**config.mk**
```make
export PLATFORM = sky130hd
export DESIGN_NAME = assoc_buffer_arbiter
export DESIGN_NICKNAME = d
export VERILOG_FILES = /design/src/rtl/assoc_buffer_pkg.sv /design/src/rtl/assoc_buffer_arbiter_rr_picker.sv /design/src/rtl/assoc_buffer_arbiter.sv
export SDC_FILE = /design/constraint.sdc
export NUM_CORES = 1
export LEC_CHECK = 0
export ABC_AREA = 1
export CAP_MARGIN = 20
export CELL_PAD_IN_SITES_DETAIL_PLACEMENT = 0
export CELL_PAD_IN_SITES_GLOBAL_PLACEMENT = 1
export CORE_UTILIZATION = 32
export CTS_BUF_LIST = sky130_fd_sc_hd__clkbuf_8 sky130_fd_sc_hd__clkbuf_16
export CTS_CLUSTER_SIZE = 28
export DETAILED_ROUTE_END_ITERATION = 8
export GPL_ROUTABILITY_DRIVEN = 0
export PLACE_DENSITY_LB_ADDON = 0.1
export SYNTH_ARGS = -nofsm -noshare
export SYNTH_HDL_FRONTEND = slang
export SYNTH_SLANG_ARGS = --single-unit
```
**constraint.sdc**
```tcl
create_clock -name clk -period 2.02 [get_ports clk]
set_clock_uncertainty 0.05 [all_clocks]
set_input_delay 0.505 -clock clk [delete_from_list [all_inputs] [get_ports clk]]
set_output_delay 0.505 -clock clk [all_outputs]
set_load 0.1 [all_outputs]
```
**src/rtl/assoc_buffer_pkg.sv**
```systemverilog
// assoc_buffer_pkg: opcodes, FSM state encoding and small helpers shared by
// assoc_buffer_arbiter and its bench-facing users.
package assoc_buffer_pkg;

    // Buffer command opcodes as driven on ctrl.
    localparam int OP_NOP    = 0;
    localparam int OP_INSERT = 1;
    localparam int OP_LOOKUP = 2;
    localparam int OP_REMOVE = 3;

    // Command sequencer states.
    typedef enum logic [1:0] {
        IDLE    = 2'd0,
        ISSUE   = 2'd1,
        WAIT    = 2'd2,
        RESPOND = 2'd3
    } arb_state_t;

    // Width of a down-counter that must hold latency-1; never narrower than 1 bit.
    function automatic int wait_count_width(input int latency);
        return (latency > 1) ? $clog2(latency) : 1;
    endfunction

endpackage

```
**src/rtl/assoc_buffer_arbiter_rr_picker.sv**
```systemverilog
// rr_picker: combinational two-way grant selection for assoc_buffer_arbiter.
// Default build is round-robin on ties; defining ASSOC_BUFFER_ARB_FIXED_PRIO_EN
// makes requester 0 win every tie and the last-grant input is then ignored.
module rr_picker (
    input  logic req0_valid_i,
    input  logic req1_valid_i,
    input  logic last_grant_i,   // requester granted most recently (1 = requester 1)
    output logic any_valid_o,
    output logic grant_o         // winner: 0 = requester 0, 1 = requester 1
);

    // Pick a winner from the current valids; a lone requester always wins.
    always_comb begin
        // NOTE: every output gets a value before any branch so no latch is inferred.
        any_valid_o = req0_valid_i | req1_valid_i;
        grant_o     = 1'b0;
`ifdef ASSOC_BUFFER_ARB_FIXED_PRIO_EN
        grant_o = ~req0_valid_i;
`else
        if (req0_valid_i && req1_valid_i) begin
            grant_o = ~last_grant_i;
        end else begin
            grant_o = req1_valid_i;
        end
`endif
    end

`ifdef ASSOC_BUFFER_ARB_FIXED_PRIO_EN
    // Fixed priority has no use for the previous grant.
    logic unused_last_grant;
    assign unused_last_grant = last_grant_i;
`endif

endmodule

```
**src/rtl/assoc_buffer_arbiter.sv**
```systemverilog
// assoc_buffer_arbiter: lets two requesters share the single command port of
// associative_buffer. One command is in flight at a time:
//   IDLE -> ISSUE (one-cycle command + ack) -> WAIT (BUF_LATENCY cycles) -> RESPOND
// A NOP skips the buffer and goes IDLE -> RESPOND with ack and response together.
// Build option: ASSOC_BUFFER_ARB_FIXED_PRIO_EN selects fixed priority (requester 0
// wins ties) instead of round-robin.
module assoc_buffer_arbiter
    import assoc_buffer_pkg::*;
#(
    parameter int KEY_WIDTH   = 2,
    parameter int DATA_WIDTH  = 4,
    parameter int CTRL_WIDTH  = 2,
    parameter int BUF_LATENCY = 2
) (
    input  logic                  clk,
    input  logic                  rst,

    input  logic                  req0_valid,
    input  logic [CTRL_WIDTH-1:0] req0_ctrl,
    input  logic [KEY_WIDTH-1:0]  req0_key,
    input  logic [DATA_WIDTH-1:0] req0_data,
    output logic                  req0_ack,
    output logic                  resp0_valid,
    output logic [DATA_WIDTH-1:0] resp0_data,
    output logic                  resp0_hit,

    input  logic                  req1_valid,
    input  logic [CTRL_WIDTH-1:0] req1_ctrl,
    input  logic [KEY_WIDTH-1:0]  req1_key,
    input  logic [DATA_WIDTH-1:0] req1_data,
    output logic                  req1_ack,
    output logic                  resp1_valid,
    output logic [DATA_WIDTH-1:0] resp1_data,
    output logic                  resp1_hit,

    output logic [CTRL_WIDTH-1:0] buf_ctrl,
    output logic [KEY_WIDTH-1:0]  buf_key,
    output logic [DATA_WIDTH-1:0] buf_data,
    input  logic [DATA_WIDTH-1:0] buf_data_output,
    input  logic                  buf_valid
);

    localparam int                   CNT_WIDTH = wait_count_width(BUF_LATENCY);
    localparam logic [CNT_WIDTH-1:0] CNT_LOAD  = CNT_WIDTH'(BUF_LATENCY - 1);

    // Sequencer state and command latches.
    arb_state_t            state_q;
    logic [CNT_WIDTH-1:0]  cnt_q;
    // Requester served by the current/most recent command. It routes the
    // response and doubles as the round-robin last-grant history.
    logic                  grant_q;
    logic [KEY_WIDTH-1:0]  key_q;
    logic [DATA_WIDTH-1:0] data_q;
    logic [CTRL_WIDTH-1:0] buf_ctrl_q;

    // Registered requester-facing outputs.
    logic                  ack0_q;
    logic                  ack1_q;
    logic                  resp0_valid_q;
    logic                  resp1_valid_q;
    logic [DATA_WIDTH-1:0] resp0_data_q;
    logic [DATA_WIDTH-1:0] resp1_data_q;
    logic                  resp0_hit_q;
    logic                  resp1_hit_q;

    // Arbitration result and the winner's payload, valid while in IDLE.
    logic                  any_valid_d;
    logic                  grant_d;
    logic [CTRL_WIDTH-1:0] ctrl_d;
    logic [KEY_WIDTH-1:0]  key_d;
    logic [DATA_WIDTH-1:0] data_d;
    logic                  is_nop_d;

    rr_picker u_picker (
        .req0_valid_i (req0_valid),
        .req1_valid_i (req1_valid),
        .last_grant_i (grant_q),
        .any_valid_o  (any_valid_d),
        .grant_o      (grant_d)
    );

    // Steer the winning requester's payload toward the latches.
    always_comb begin
        ctrl_d = req0_ctrl;
        key_d  = req0_key;
        data_d = req0_data;
        if (grant_d) begin
            ctrl_d = req1_ctrl;
            key_d  = req1_key;
            data_d = req1_data;
        end
    end

    assign is_nop_d = (ctrl_d == CTRL_WIDTH'(OP_NOP));

    // Command sequencer: arbitration, one-cycle issue, latency wait, response pulse.
    always_ff @(posedge clk or negedge rst) begin
        if (!rst) begin
            state_q       <= IDLE;
            cnt_q         <= '0;
            grant_q       <= 1'b1;   // requester 0 wins the first tie
            key_q         <= '0;
            data_q        <= '0;
            buf_ctrl_q    <= '0;
            ack0_q        <= 1'b0;
            ack1_q        <= 1'b0;
            resp0_valid_q <= 1'b0;
            resp1_valid_q <= 1'b0;
            resp0_data_q  <= '0;
            resp1_data_q  <= '0;
            resp0_hit_q   <= 1'b0;
            resp1_hit_q   <= 1'b0;
        end else begin
            // NOTE: non-blocking assignments throughout; the pulse defaults below
            // are overridden by any later assignment in the same cycle.
            ack0_q        <= 1'b0;
            ack1_q        <= 1'b0;
            resp0_valid_q <= 1'b0;
            resp1_valid_q <= 1'b0;

            case (state_q)
                IDLE: begin
                    if (any_valid_d) begin
                        grant_q <= grant_d;
                        key_q   <= key_d;
                        data_q  <= data_d;
                        if (grant_d) begin
                            ack1_q <= 1'b1;
                        end else begin
                            ack0_q <= 1'b1;
                        end
                        if (is_nop_d) begin
                            // Nothing goes to the buffer: answer with zeros right away.
                            if (grant_d) begin
                                resp1_valid_q <= 1'b1;
                                resp1_data_q  <= '0;
                                resp1_hit_q   <= 1'b0;
                            end else begin
                                resp0_valid_q <= 1'b1;
                                resp0_data_q  <= '0;
                                resp0_hit_q   <= 1'b0;
                            end
                            state_q <= RESPOND;
                        end else begin
                            buf_ctrl_q <= ctrl_d;
                            state_q    <= ISSUE;
                        end
                    end
                end

                ISSUE: begin
                    buf_ctrl_q <= '0;
                    cnt_q      <= CNT_LOAD;
                    state_q    <= WAIT;
                end

                WAIT: begin
                    if (cnt_q == '0) begin
                        if (grant_q) begin
                            resp1_valid_q <= 1'b1;
                            resp1_data_q  <= buf_data_output;
                            resp1_hit_q   <= buf_valid;
                        end else begin
                            resp0_valid_q <= 1'b1;
                            resp0_data_q  <= buf_data_output;
                            resp0_hit_q   <= buf_valid;
                        end
                        state_q <= RESPOND;
                    end else begin
                        cnt_q <= cnt_q - 1'b1;
                    end
                end

                RESPOND: begin
                    state_q <= IDLE;
                end

                default: begin
                    state_q <= IDLE;
                end
            endcase
        end
    end

    assign req0_ack    = ack0_q;
    assign req1_ack    = ack1_q;
    assign resp0_valid = resp0_valid_q;
    assign resp1_valid = resp1_valid_q;
    assign resp0_data  = resp0_data_q;
    assign resp1_data  = resp1_data_q;
    assign resp0_hit   = resp0_hit_q;
    assign resp1_hit   = resp1_hit_q;
    assign buf_ctrl    = buf_ctrl_q;
    assign buf_key     = key_q;
    assign buf_data    = data_q;

endmodule

```
* Yosys cells after proc, flatten, opt, wreduce, memory -nomap -nowiden *
Cells that the tools add are included.

cells by class
  eq/ne operators = 11
  add/sub/neg operators = 1
  bitwise logic cells = 2
  reductions and logical operators = 11
  mux-type cells = 53

operators with widths
  operator             count
  $mux 4               11
  $mux 1               26
  $ne 2x2->1 const B   8
  $pmux 4 s2           2
  $mux 2               7
  $reduce_and 6->1     2
  $pmux 1 s2           5
  $pmux 2 s4           1
  $reduce_bool 2->1    3
  $eq 2x2->1 const B   2
  $logic_not 2->1      2
  $pmux 2 s2           1
  $reduce_and 2->1     2
  $reduce_and 3->1     1
  $eq 2x1->1 const B   1
  $logic_and 1x1->1    1
  $not 1->1            1
  $or 1x1->1           1
  $sub 1x1->1 const B  1

storage, ports and cells
  bits of input ports = 25
  output and inout bits = 22
  word-level logic and storage cells = 92
  bits in registers = 26

* Logic depth before layout (Yosys ltp) *
  depth after elaboration = 7
  gate-level depth with buffers = 9
  gate-level depth less buffers = 9

* Cells and area by module *
Synthesis repeated with hierarchy kept, for this count alone.

second synthesis, totals
  cells, all modules = 158
  area, all modules = 1351.3 um^2

modules (own cells, without submodules)
  module                cells an instance  seq. area each (um^2)  times used  area each (um^2)
  assoc_buffer_arbiter  155                651.9                  1           1336.3
  rr_picker             3                  0.0                    1           15.0

* Worst setup path after synthesis *
OpenSTA, ideal clock, no wires.

  kind = register to register
  start = register state_q[0]
  end = register resp0_data_q[0], in the netlist resp0_data[0]
  library setup time = 122 ps
  path buffers = 1
  clock period less this slack = 1528 ps
  required time = 1848 ps
  data arrival time = 1356 ps
  stages on the path, launching flop included = 10
  slack = 492 ps
  cell sequence = dfrtp_1 -> inv_1 -> ha_1 -> buf_2 -> nand3_1 -> o21ai_1 -> nor2_4 -> nand3_2 -> nand2_1 -> nand2_1

between the ends
  longest elaborated chain between the ends = 3
  elaborated cells on any way between the ends = 10
  classes of those cells = 6 x eq/ne; 1 x mux; 3 x reduce/logical

RTL lines
  what                                                              line                         text
  from (decl)                                                       assoc_buffer_arbiter.sv:47   arb_state_t state_q;
  from (signal assigned)                                            assoc_buffer_arbiter.sv:99   state_q <= IDLE;
  from (signal assigned)                                            assoc_buffer_arbiter.sv:143  state_q <= RESPOND;
  from (signal assigned)                                            assoc_buffer_arbiter.sv:146  state_q <= ISSUE;
  $eq 2x2->1 / $logic_not 2->1 (equally long branches)              assoc_buffer_arbiter.sv:121  case (state_q)
  $ne 2x2->1 (no line) / $reduce_bool 2->1 (equally long branches)  -
  $reduce_and 6->1 (no line)                                        -
  to (signal assigned)                                              assoc_buffer_arbiter.sv:165  resp0_data_q <= buf_data_output;
  to (decl)                                                         assoc_buffer_arbiter.sv:61   logic [DATA_WIDTH-1:0] resp0_data_q;

Several ways; a longest one is shown, not always the timed one.
A chain may end at the register's enable or synchronous reset.

* Final worst setup path *
  start = register state_q[0]
  end = register resp1_data_q[2], in the netlist resp1_data[2]

between the ends
  longest elaborated chain between the ends = 3
  elaborated cells on any way between the ends = 10
  classes of those cells = 6 x eq/ne; 1 x mux; 3 x reduce/logical

RTL lines
  what                                                              line                         text
  $eq 2x2->1 / $logic_not 2->1 (equally long branches)              assoc_buffer_arbiter.sv:121
  $ne 2x2->1 (no line) / $reduce_bool 2->1 (equally long branches)  -
  $reduce_and 6->1 (no line)                                        -
  to (signal assigned)                                              assoc_buffer_arbiter.sv:161  resp1_data_q <= buf_data_output;
  to (decl)                                                         assoc_buffer_arbiter.sv:62   logic [DATA_WIDTH-1:0] resp1_data_q;

Several ways; a longest one is shown, not always the timed one.

==> summary.json <==
{
  "maxSlewHeadroom_pct": 74.7,
  "worstPathMaxFanout": 12,
  "whs_endpoint": "state_q[1]",
  "synth-adder-area-share_pct": 3.74,
  "postCtsSetupRepairBufs": 0,
  "fin_ws_ps": 216,
  "number_of_antenna_diodes": 0,
  "synth_simple_gate_area_share_pct": 33.8,
  "groute.layer.met2.usage_pct": 25.1,
  "yosys_warnings": 0,
  "detail_route.wl_per_cell_um": 12.2,
  "post_cts_resize_count": 0,
  "synth.cells.most_frequent": "nand2_1 (51), dfrtp_1 (25), inv_1 (18), nand4_1 (12), nand3_1 (7)",
  "ctsLongestPathBuffers": 2,
  "worstSetupEndpointType": "register",
  "cts_inserted_buffers": 3,
  "fin_crit_sh_pct": 89.3,
  "worst_ep_arrival_time_ps": 1920,
  "num_io_pins": 47,
  "post_synth_main_area_contributors": "dfrtp_1 (47%), nand2_1 (14%), nand4_1 (5.6%), inv_1 (5.1%), ha_1 (3.7%)",
  "grtUsageTotal_pct": 15.1,
  "initial_utilization_pct": 33.4,
  "clock-root-buffer": "clkbuf_8",
  "clk-insertion-delay-late_ps": 270,
  "dr_vias": 1211,
  "clk_pin_slew_ps": 90,
  "detailed_placement_wirelength_estimate_mm": 2.36,
  "netlist_area_mm2": 0.00134,
  "placement.io_buffers": 46,
  "synth_area_leader_cell": "dfrtp_1",
  "first_pass_grt_wire_length_mm": 5.09,
  "rsz_0062_raised_after_global_routing": "no",
  "drt_drc_violations_left": 0,
  "transition_at_the_pin_with_the_smallest_max_transition_slack_ps": 379,
  "worstHoldPathCells": 2,
  "grt_max_degree": 27,
  "worst_ep_required_time_ps": 2140,
  "synth.mux.area_fraction_pct": 0,
  "timing.reg2reg.setup_slack_ps": 220,
  "syn_inst": 157,
  "worst-r2r-cell-count": 7,
  "worstReg2RegStart": "state_q[0]",
  "floorplan.die.width_um": 66.7,
  "number_of_levels_the_h_tree_was_split_into": 1,
  "grt_util_met3_pct": 2.57,
  "dp.cells": 253,
  "synth_area_in_compound_gates_pct": 6.17,
  "rows": 23,
  "worstSetupPathType": "reg2reg",
  "detail-route-antenna-nets": 0,
  "wl_mm": 3.13,
  "nNetsFinal": 237,
  "synth_xor_xnor_area_share_pct": 0,
  "worst_case_setup_slack_after_placement_ps": -32.2,
  "post_synth_num_cell_types": 23,
  "fillCellCount": 365,
  "synth.yosys.seq_area_share_pct": 48.7,
  "core-area_mm2": 0.00400,
  "drv_cap": 0,
  "ys_async_rst_share_pct": 100,
  "finish.cell_count_without_fillers": 257,
  "grt_antenna_before_repair": 0,
  "r2r_end": "resp1_data[2]",
  "yosysMostFrequentCell": "nand2_1",
  "drt_first_pass_iters": 4,
  "multi_input_area_um2": 584,
  "ctsHoldBuffers": 0,
  "synth_fp_nets": 186,
  "final_layout_size_suffix_gt1_share_pct": 23.2,
  "globalRouteMet1Util_pct": 19.6,
  "clk_sink_count": 26,
  "synth.top_cell.area_share_pct": 46.8,
  "die_y_um": 66.7,
  "busiest_layer_in_global_routing": "met2",
  "dieArea_mm2": 0.00444,
  "synth-main-ff-cell": "dfrtp_1",
  "finalMaxSlewViolations": 0,
  "finalSetupViolCount": 0,
  "via_per_inst": 4.71,
  "startpoint_type": "register",
  "grt_remaining_overflow": 0,
  "finalWorstPathRequiredPeriod_ps": 1800,
  "drt_first_iter_violations": 51,
  "finalHoldViolations": 0,
  "synth_top_family_by_area": "simple AND/OR/NAND/NOR gates",
  "seqCellArea_um2": 652,
  "tritoncts": "done",
  "hold_class": "reg2reg",
  "status": "complete, no violations",
  "synth-seq-cells": 26,
  "origin_of_the_worst_min_delay_path": "state_q[1]",
  "fmax_mhz": 554,
  "area.growth.synth_to_final_pct": 61.2,
  "avgSynthCellArea_um2": 8.52,
  "first_global_vias": 1141,
  "synth_edf_count": 0
}
-- kinds of logic (layout without fill, tap and decap cells) --
kind of cell    Yosys count  in the layout
fa+ha+maj                 4              4
flops                    26             26
compound gates           14             14
buf+inv                  24             74
simple gates             89             89
-- how the worst max path moves through the flow --
stage / from / endpoint / slack [ps] / cells past startpoint
final: state_q[0] / resp1_data[2] / 220 / 7
after global routing: state_q[0] / resp1_hit / 40 / 7
after CTS: state_q[0] / resp1_hit / 210 / 7
after detailed placement: req0_valid / resp1_hit / -30 / 10
after global placement: req0_valid / resp0_data[1] / -6 / 10
after floorplan: state_q[0] / resp0_data[0] / 490 / 9
-- flip-flops by register name, indices dropped and copies added (netlist names), 2 cells and up --
name / count
buf_data: 4
resp1_data: 4
buf_key: 2
state_q: 2
resp0_data: 4
buf_ctrl: 2
-- layout by cell type (no fill, tap or decap), types with 4 or more instances in the layout --
| cell type | count |
|---|---|
| buf_12 | 22 |
| buf_4 | 4 |
| clkdlybuf4s50_1 | 24 |
| dfrtp_1 | 25 |
| ha_1 | 4 |
| inv_1 | 18 |
| nand2_1 | 51 |
| nand2_2 | 5 |
| nand2_4 | 4 |
| nand3_1 | 7 |
| nand4_1 | 12 |
| o21ai_0 | 5 |
-- per-stage QoR --
stage / hold WS, ps / util, % / setup TNS [ps] / instance area [um2]
floorplan: 159 / - / 0 / 1340
global placement: 451 / 52.1 / -25.5 / 2080
detailed placement: 459 / 52.1 / -217 / 2080
CTS: 487 / 53.9 / 0 / 2160
global route: 529 / 53.9 / 0 / 2160
finish: 491 / 53.9 / 0 / 2160
-- per-layer routing --
layer | wire length [um] | vias up
met5 | 0 | -
met4 | 28 | 0
met3 | 202 | 4
met2 | 1530 | 41
met1 | 1370 | 561
li1 | - | 605
-- worst max-delay path, cell delays in order, from the launching register on --
cell and delay (ps):
dfrtp_1 390, inv_1 130, ha_1 410, inv_2 80, nand2_1 310, nand3_2 190, nand2_1 90, nand2_1 50
-- area by class of cell --
type | instances | share of cell area [%]
Clock buffer | 3 | 1.92
Clock inverter | 1 | 1.39
Inverter | 20 | 3.48
Multi-Input combinational cell | 107 | 27.1
Sequential cell | 26 | 30.2
Tap cell | 50 | 2.90
Timing Repair Buffer | 50 | 33.0
Power is not shown: default switching activity piles up to over one toggle a cycle in this logic, so the estimate is an artifact.
